$ cat config.mk
export PLATFORM = sky130hd
export DESIGN_NAME = pwm_decode
export DESIGN_NICKNAME = d
export VERILOG_FILES = /design/src/rtl/pwm_pkg.sv /design/src/rtl/pwm_edge_sync.sv /design/src/rtl/pwm_decode.sv
export SDC_FILE = /design/constraint.sdc
export NUM_CORES = 1
export LEC_CHECK = 0
export BUFFER_PORTS_ARGS = -buffer_cell sky130_fd_sc_hd__buf_2
export CAP_MARGIN = 0
export CORE_MARGIN = 8
export CORE_UTILIZATION = 60
export CTS_CLUSTER_DIAMETER = 50
export CTS_CLUSTER_SIZE = 24
export DETAILED_ROUTE_END_ITERATION = 10
export PLACE_DENSITY_LB_ADDON = 0.2
export SYNTH_ARGS = -nofsm -noshare
export SYNTH_HDL_FRONTEND = slang
export SYNTH_SLANG_ARGS = --single-unit
export TNS_END_PERCENT = 20
$ cat constraint.sdc
create_clock -name clk -period 7.3 [get_ports clk]
set_clock_uncertainty 0.1 [all_clocks]
set_input_delay 0.73 -clock clk [delete_from_list [all_inputs] [get_ports clk]]
set_output_delay 0.73 -clock clk [all_outputs]
set_load 0.1 [all_outputs]
$ cat src/rtl/pwm_pkg.sv
// rtl/pwm_pkg.sv - shared mode encodings, FSM states and nominal PWM profile constants
package pwm_pkg;

    typedef enum logic [1:0] {
        IDLE    = 2'd0,
        ARMED   = 2'd1,
        MEASURE = 2'd2
    } state_t;

    localparam logic [1:0] MODE_NONE = 2'b00;
    localparam logic [1:0] MODE_A    = 2'b01;
    localparam logic [1:0] MODE_B    = 2'b10;

    // Nominal profiles, also used by the PWM generator side of the link
    localparam int DEF_A_PERIOD = 501;
    localparam int DEF_A_HIGH   = 301;
    localparam int DEF_B_PERIOD = 626;
    localparam int DEF_B_HIGH   = 226;
    localparam int DEF_TOL      = 4;
    localparam int DEF_TIMEOUT  = 4096;

endpackage

$ cat src/rtl/pwm_edge_sync.sv
// rtl/pwm_edge_sync.sv - 2-flop synchroniser for the PWM pin plus rise/fall detection
module pwm_edge_sync (
    input  logic clk,
    input  logic rst,
    input  logic pwm_in,
    output logic sync,
    output logic rise,
    output logic fall
);

    logic meta;
    logic sync_q;
    logic prev;

    always_ff @(posedge clk or posedge rst) begin
        if (rst) begin
            meta   <= 1'b0;
            sync_q <= 1'b0;
            prev   <= 1'b0;
        end else begin
            meta   <= pwm_in;
            sync_q <= meta;
            prev   <= sync_q;
        end
    end

    assign sync = sync_q;
    assign rise = sync_q & ~prev;
    assign fall = ~sync_q & prev;

endmodule

$ cat src/rtl/pwm_decode.sv
// rtl/pwm_decode.sv - measures PWM period/high time and classifies it as mode A or B
module pwm_decode
    import pwm_pkg::*;
#(
    parameter int CNT_W    = 16,
    parameter int A_PERIOD = DEF_A_PERIOD,
    parameter int A_HIGH   = DEF_A_HIGH,
    parameter int B_PERIOD = DEF_B_PERIOD,
    parameter int B_HIGH   = DEF_B_HIGH,
    parameter int TOL      = DEF_TOL,
    parameter int TIMEOUT  = DEF_TIMEOUT
) (
    input  logic             clk,
    input  logic             rst,
    input  logic             pwm_in,
    output logic [CNT_W-1:0] period,
    output logic [CNT_W-1:0] high_time,
    output logic             meas_valid,
    output logic [1:0]       mode,
    output logic             lost,
    output logic             led0,
    output logic             led1
);

    localparam logic [CNT_W-1:0] A_PER_C   = CNT_W'(A_PERIOD);
    localparam logic [CNT_W-1:0] A_HI_C    = CNT_W'(A_HIGH);
    localparam logic [CNT_W-1:0] B_PER_C   = CNT_W'(B_PERIOD);
    localparam logic [CNT_W-1:0] B_HI_C    = CNT_W'(B_HIGH);
    localparam logic [CNT_W-1:0] TOL_C     = CNT_W'(TOL);
    localparam logic [CNT_W-1:0] TIMEOUT_C = CNT_W'(TIMEOUT);
    localparam logic [CNT_W-1:0] CNT_MAX   = '1;

    logic             sync;
    logic             rise;
    logic             fall;
    state_t           state;
    state_t           state_nx;
    logic             take_meas;
    logic             timed_out;
    logic [CNT_W-1:0] per_cnt;
    logic [CNT_W-1:0] hi_cnt;
    logic [CNT_W-1:0] hi_pend;
    logic             fall_seen;
    logic [CNT_W-1:0] meas_hi;
    logic [1:0]       meas_mode;

    pwm_edge_sync u_edge (
        .clk    (clk),
        .rst    (rst),
        .pwm_in (pwm_in),
        .sync   (sync),
        .rise   (rise),
        .fall   (fall)
    );

    // Extra bit keeps the unsigned difference from wrapping
    function automatic logic near(input logic [CNT_W-1:0] val, input logic [CNT_W-1:0] nom);
        logic [CNT_W:0] diff;
        if (val >= nom)
            diff = {1'b0, val} - {1'b0, nom};
        else
            diff = {1'b0, nom} - {1'b0, val};
        return diff <= {1'b0, TOL_C};
    endfunction

    always_comb begin
        state_nx  = state;
        take_meas = 1'b0;
        timed_out = 1'b0;
        case (state)
            IDLE: begin
                if (rise)
                    state_nx = ARMED;
            end
            ARMED, MEASURE: begin
                // A rise coinciding with the timeout still counts as a measurement
                if (rise) begin
                    state_nx  = MEASURE;
                    take_meas = 1'b1;
                end else if (per_cnt == TIMEOUT_C) begin
                    state_nx  = IDLE;
                    timed_out = 1'b1;
                end
            end
            default: state_nx = IDLE;
        endcase
    end

    always_comb begin
        meas_hi   = fall_seen ? hi_pend : per_cnt;
        meas_mode = MODE_NONE;
        if (near(per_cnt, A_PER_C) && near(meas_hi, A_HI_C))
            meas_mode = MODE_A;
        else if (near(per_cnt, B_PER_C) && near(meas_hi, B_HI_C))
            meas_mode = MODE_B;
    end

    always_ff @(posedge clk or posedge rst) begin
        if (rst) begin
            state      <= IDLE;
            per_cnt    <= '0;
            hi_cnt     <= '0;
            hi_pend    <= '0;
            fall_seen  <= 1'b0;
            period     <= '0;
            high_time  <= '0;
            meas_valid <= 1'b0;
            mode       <= MODE_NONE;
            lost       <= 1'b1;
        end else begin
            state      <= state_nx;
            meas_valid <= take_meas;

            if (rise) begin
                per_cnt   <= CNT_W'(1);
                hi_cnt    <= CNT_W'(1);
                fall_seen <= 1'b0;
            end else if (state == IDLE || timed_out) begin
                per_cnt   <= '0;
                hi_cnt    <= '0;
                fall_seen <= 1'b0;
            end else begin
                if (per_cnt != CNT_MAX)
                    per_cnt <= per_cnt + 1'b1;
                if (sync && hi_cnt != CNT_MAX)
                    hi_cnt <= hi_cnt + 1'b1;
                if (fall) begin
                    hi_pend   <= hi_cnt;
                    fall_seen <= 1'b1;
                end
            end

            if (take_meas) begin
                period    <= per_cnt;
                high_time <= meas_hi;
                mode      <= meas_mode;
                lost      <= 1'b0;
            end else if (timed_out) begin
                mode <= MODE_NONE;
                lost <= 1'b1;
            end
        end
    end

    assign led0 = mode[0];
    assign led1 = mode[1];

endmodule

==> run metrics <==
result of the run=complete, no violations; Cells after Synth=735; remaining max-slew budget at the tightest pin=22.7%; post-detailed-placement half-perimeter wirelength=14100 µm; sinks on the clock net=90; Power per Cell Area=267 mW/mm²; DIE WIDTH=120 µm; largest stage delay on the critical path=0.99 ns; share of synthesized area occupied by flip-flops and latches=34.8%; crit end category=flip-flop; average cell area after synthesis=8.81 µm²; number of global-route vias before repair=5882; leakage power of the design=3.00 nW; area grow syn2layout=5.87%; number of logic stages on the critical path including buffering=9; measured slew at the worst slew-check pin=1.13 ns; syn_nets=757; fraction of final layout cells sized beyond drive strength 1=16.5%; setup repair bufs after CTS=0; overall global routing resource usage=26.9%; CP cell instances=buf_4 -> mux2i_1 -> nand3_2 -> o21ai_4 -> nand2_2 -> o311a_1 -> or4_1 -> nor4_1 -> a32o_2; total via count after detailed routing=5885; number of hold-repair buffers added at the cts stage=0; hold violation total from the final report=0; maximum fanout encountered on the critical timing path=47; most common library cell in the layout ignoring fill and taps=dfrtp_1; count of flip-flops with a built-in enable after synthesis=0; CP Class=reg -> reg; number of max-capacitance violations reported=0; length of the first detailed-routing pass in iterations=6; Synth Warn #=0; Hold Path Depth=0; setup violators final=0; fmax=235 MHz; period utilisation layout=58.4%; RePlAce Congestion=0.981; category of the worst setup path launch point=flip-flop; Async SR Flop Fraction=100%; WL per Instance=21.5 µm; vias per cell=6.60; root buf cell=clkbuf_8; final-layout fill cell count=939; top flip-flop cell by instance count after synthesis=dfrtp_1; placement-stage worst setup slack=3.16 ns; unique cell type count in the Yosys netlist=89; cell types with the largest area share after synthesis=dfrtp_1, mux2_2, nand2_1; Worst Path Required=7.51 ns; clock-pin slew on the worst setup and hold paths=0.10 ns; Max H-tree Level=3; quantity of I/O buffers inserted on ports=40; post_cts resized=0; Tmin final=4.26 ns; Detailed Route Iter0 Violations=612; R2R depth=9; min setup slack post-route=3.04 ns; worst slack on hold paths=0.260 ns; kind of cell adding the most delay to the critical path=simple AND/OR/NAND/NOR gates; cell at the slowest stage of the critical path=mux2i_1; commonest cells after routing, fill and taps aside=dfrtp_1, nand2_1, nor2_1, o21ai_0; area of the mapped netlist=0.00648 mm²; max-slew violation total from the final report=0; unrepaired setup endpoints after global routing=false; top-area cell type share of the netlist area=34.4%; worst min-delay path class=reg -> reg; global-route wire length before repair=30900 µm; number of buffers created by CTS=9; row count=38; initial core utilization=60.5%; Routed Wire Length=19200 µm; total global routing overflow=0; pin count of the biggest net entering global routing=53; count of buffering cells on the critical path with inverters included=1; antenna violations before repair=0; number of storage elements in the synthesis netlist=90; insertion delay of the later-clocked pin in the worst-skew pair=0.37 ns; final-stage net count=768; overall die area=0.0144 mm²; Core ar.=0.0107 mm²; maximum count of clock buffers along a single path=2; post-detailed-route count of antenna-violating nets=0; Worst VDD drop=0.254 mV; Antenna diodes=0; number of top-level pins=41; number of DRC violations after detailed routing=0; Post-Route Setup TNS=0 ns; CTS tree=built; y dimension of the die=120 µm; library cell occupying the most area in the post-synthesis netlist=dfrtp_1; Arr. time, crit path=4.47 ns
[path summary, 6_finish.rpt]
| path | to | slack [ns] | start |
|---|---|---|---|
| setup / recovery | mode[1]$_DFFE_PP0P_ | 3.04 | fall_seen$_DFFE_PP0P_ |
| hold / removal | u_edge.sync$_DFF_PP0_ | 0.26 | u_edge.meta$_DFF_PP0_ |
| setup reg to reg | mode[1]$_DFFE_PP0P_ | 3.04 | fall_seen$_DFFE_PP0P_ |
| hold reg to reg | u_edge.sync$_DFF_PP0_ | 0.26 | u_edge.meta$_DFF_PP0_ |
| max in group asynchronous | fall_seen$_DFFE_PP0P_ | 5.68 | rst |
| min in group asynchronous | per_cnt[2]$_DFFE_PP0P_ | 0.32 | rst |
[power by group]
part	internal (mW)	switching, mW
logic	0.267	0.573
registers	0.534	0.0488
clock network	0.207	0.204
total	1.01	0.826
[stage by stage]
| stage | power [mW] | instances | instance area, µm² | util [%] |
|---|---|---|---|---|
| after floorplan | 1.26 | 735 | 6480 | - |
| after global placement | 1.40 | 875 | 6620 | 61.9 |
| after detailed placement | 1.42 | 875 | 6620 | 61.9 |
| after CTS | 1.82 | 891 | 6860 | 64.1 |
| after global routing | 1.93 | 891 | 6860 | 64.1 |
| final | 1.83 | 891 | 6860 | 64.1 |
[layout make-up]
type | instances | area (µm²) | share of cell area [%]
timing repair buffer | 43 | 223 | 3.25
multi-input combinational | 579 | 3880 | 56.6
tap | 140 | 175 | 2.55
sequential | 90 | 2250 | 32.9
inverter | 23 | 87.6 | 1.28
clock inverter | 6 | 96.3 | 1.41
clock buffer | 10 | 138 | 2.01
[routing by layer]
layer  routed length, µm  GRT usage [%]  part of all wire, %  vias up
met5                   0              0                    0        -
met4                 836           13.7                  4.4        0
met3                1900           5.92                  9.9       79
met2                8650           42.6                   45      350
met1                7810           34.2                   41     2773
li1                    -              -                    -     2683
[cell families (layout without fill, tap and decap cells)]
family	after synthesis	after routing	synth area share, %
adders and majority gates	19	19	3.67
and+or+nand+nor	272	272	21.2
buffers and inverters	66	82	5.25
AOI/OAI and AO/OA	185	185	18.9
DFF	90	90	34.8
xor gates and xnor gates	49	49	6.63
muxes	54	54	9.56
[flip-flops by register name (all words and copies together) (netlist names)]
| name | cells |
|---|---|
| u_edge.meta | 1 |
| hi_pend | 16 |
| u_edge.sync | 1 |
| per_cnt | 16 |
| u_edge.prev | 1 |
| period | 16 |
| fall_seen | 1 |
| meas_valid | 1 |
| state | 2 |
| lost | 1 |
| high_time | 16 |
| hi_cnt | 16 |
| mode | 2 |
[cell usage after synthesis (6+ instances only)]
cell,n
or3_1,9
mux2_2,30
nand3_1,26
o31ai_1,7
a31oi_1,8
a211oi_1,9
buf_2,9
xnor2_1,22
xor2_1,27
ha_1,19
nand2_1,79
mux2i_1,18
nor2_1,69
dfrtp_1,89
a21oi_1,40
and3_1,7
inv_1,22
buf_6,6
o21ai_0,52
nor3_1,25
o21ai_1,7
clkbuf_1,18
nor4_1,8
(Power assumes the default switching activity.)
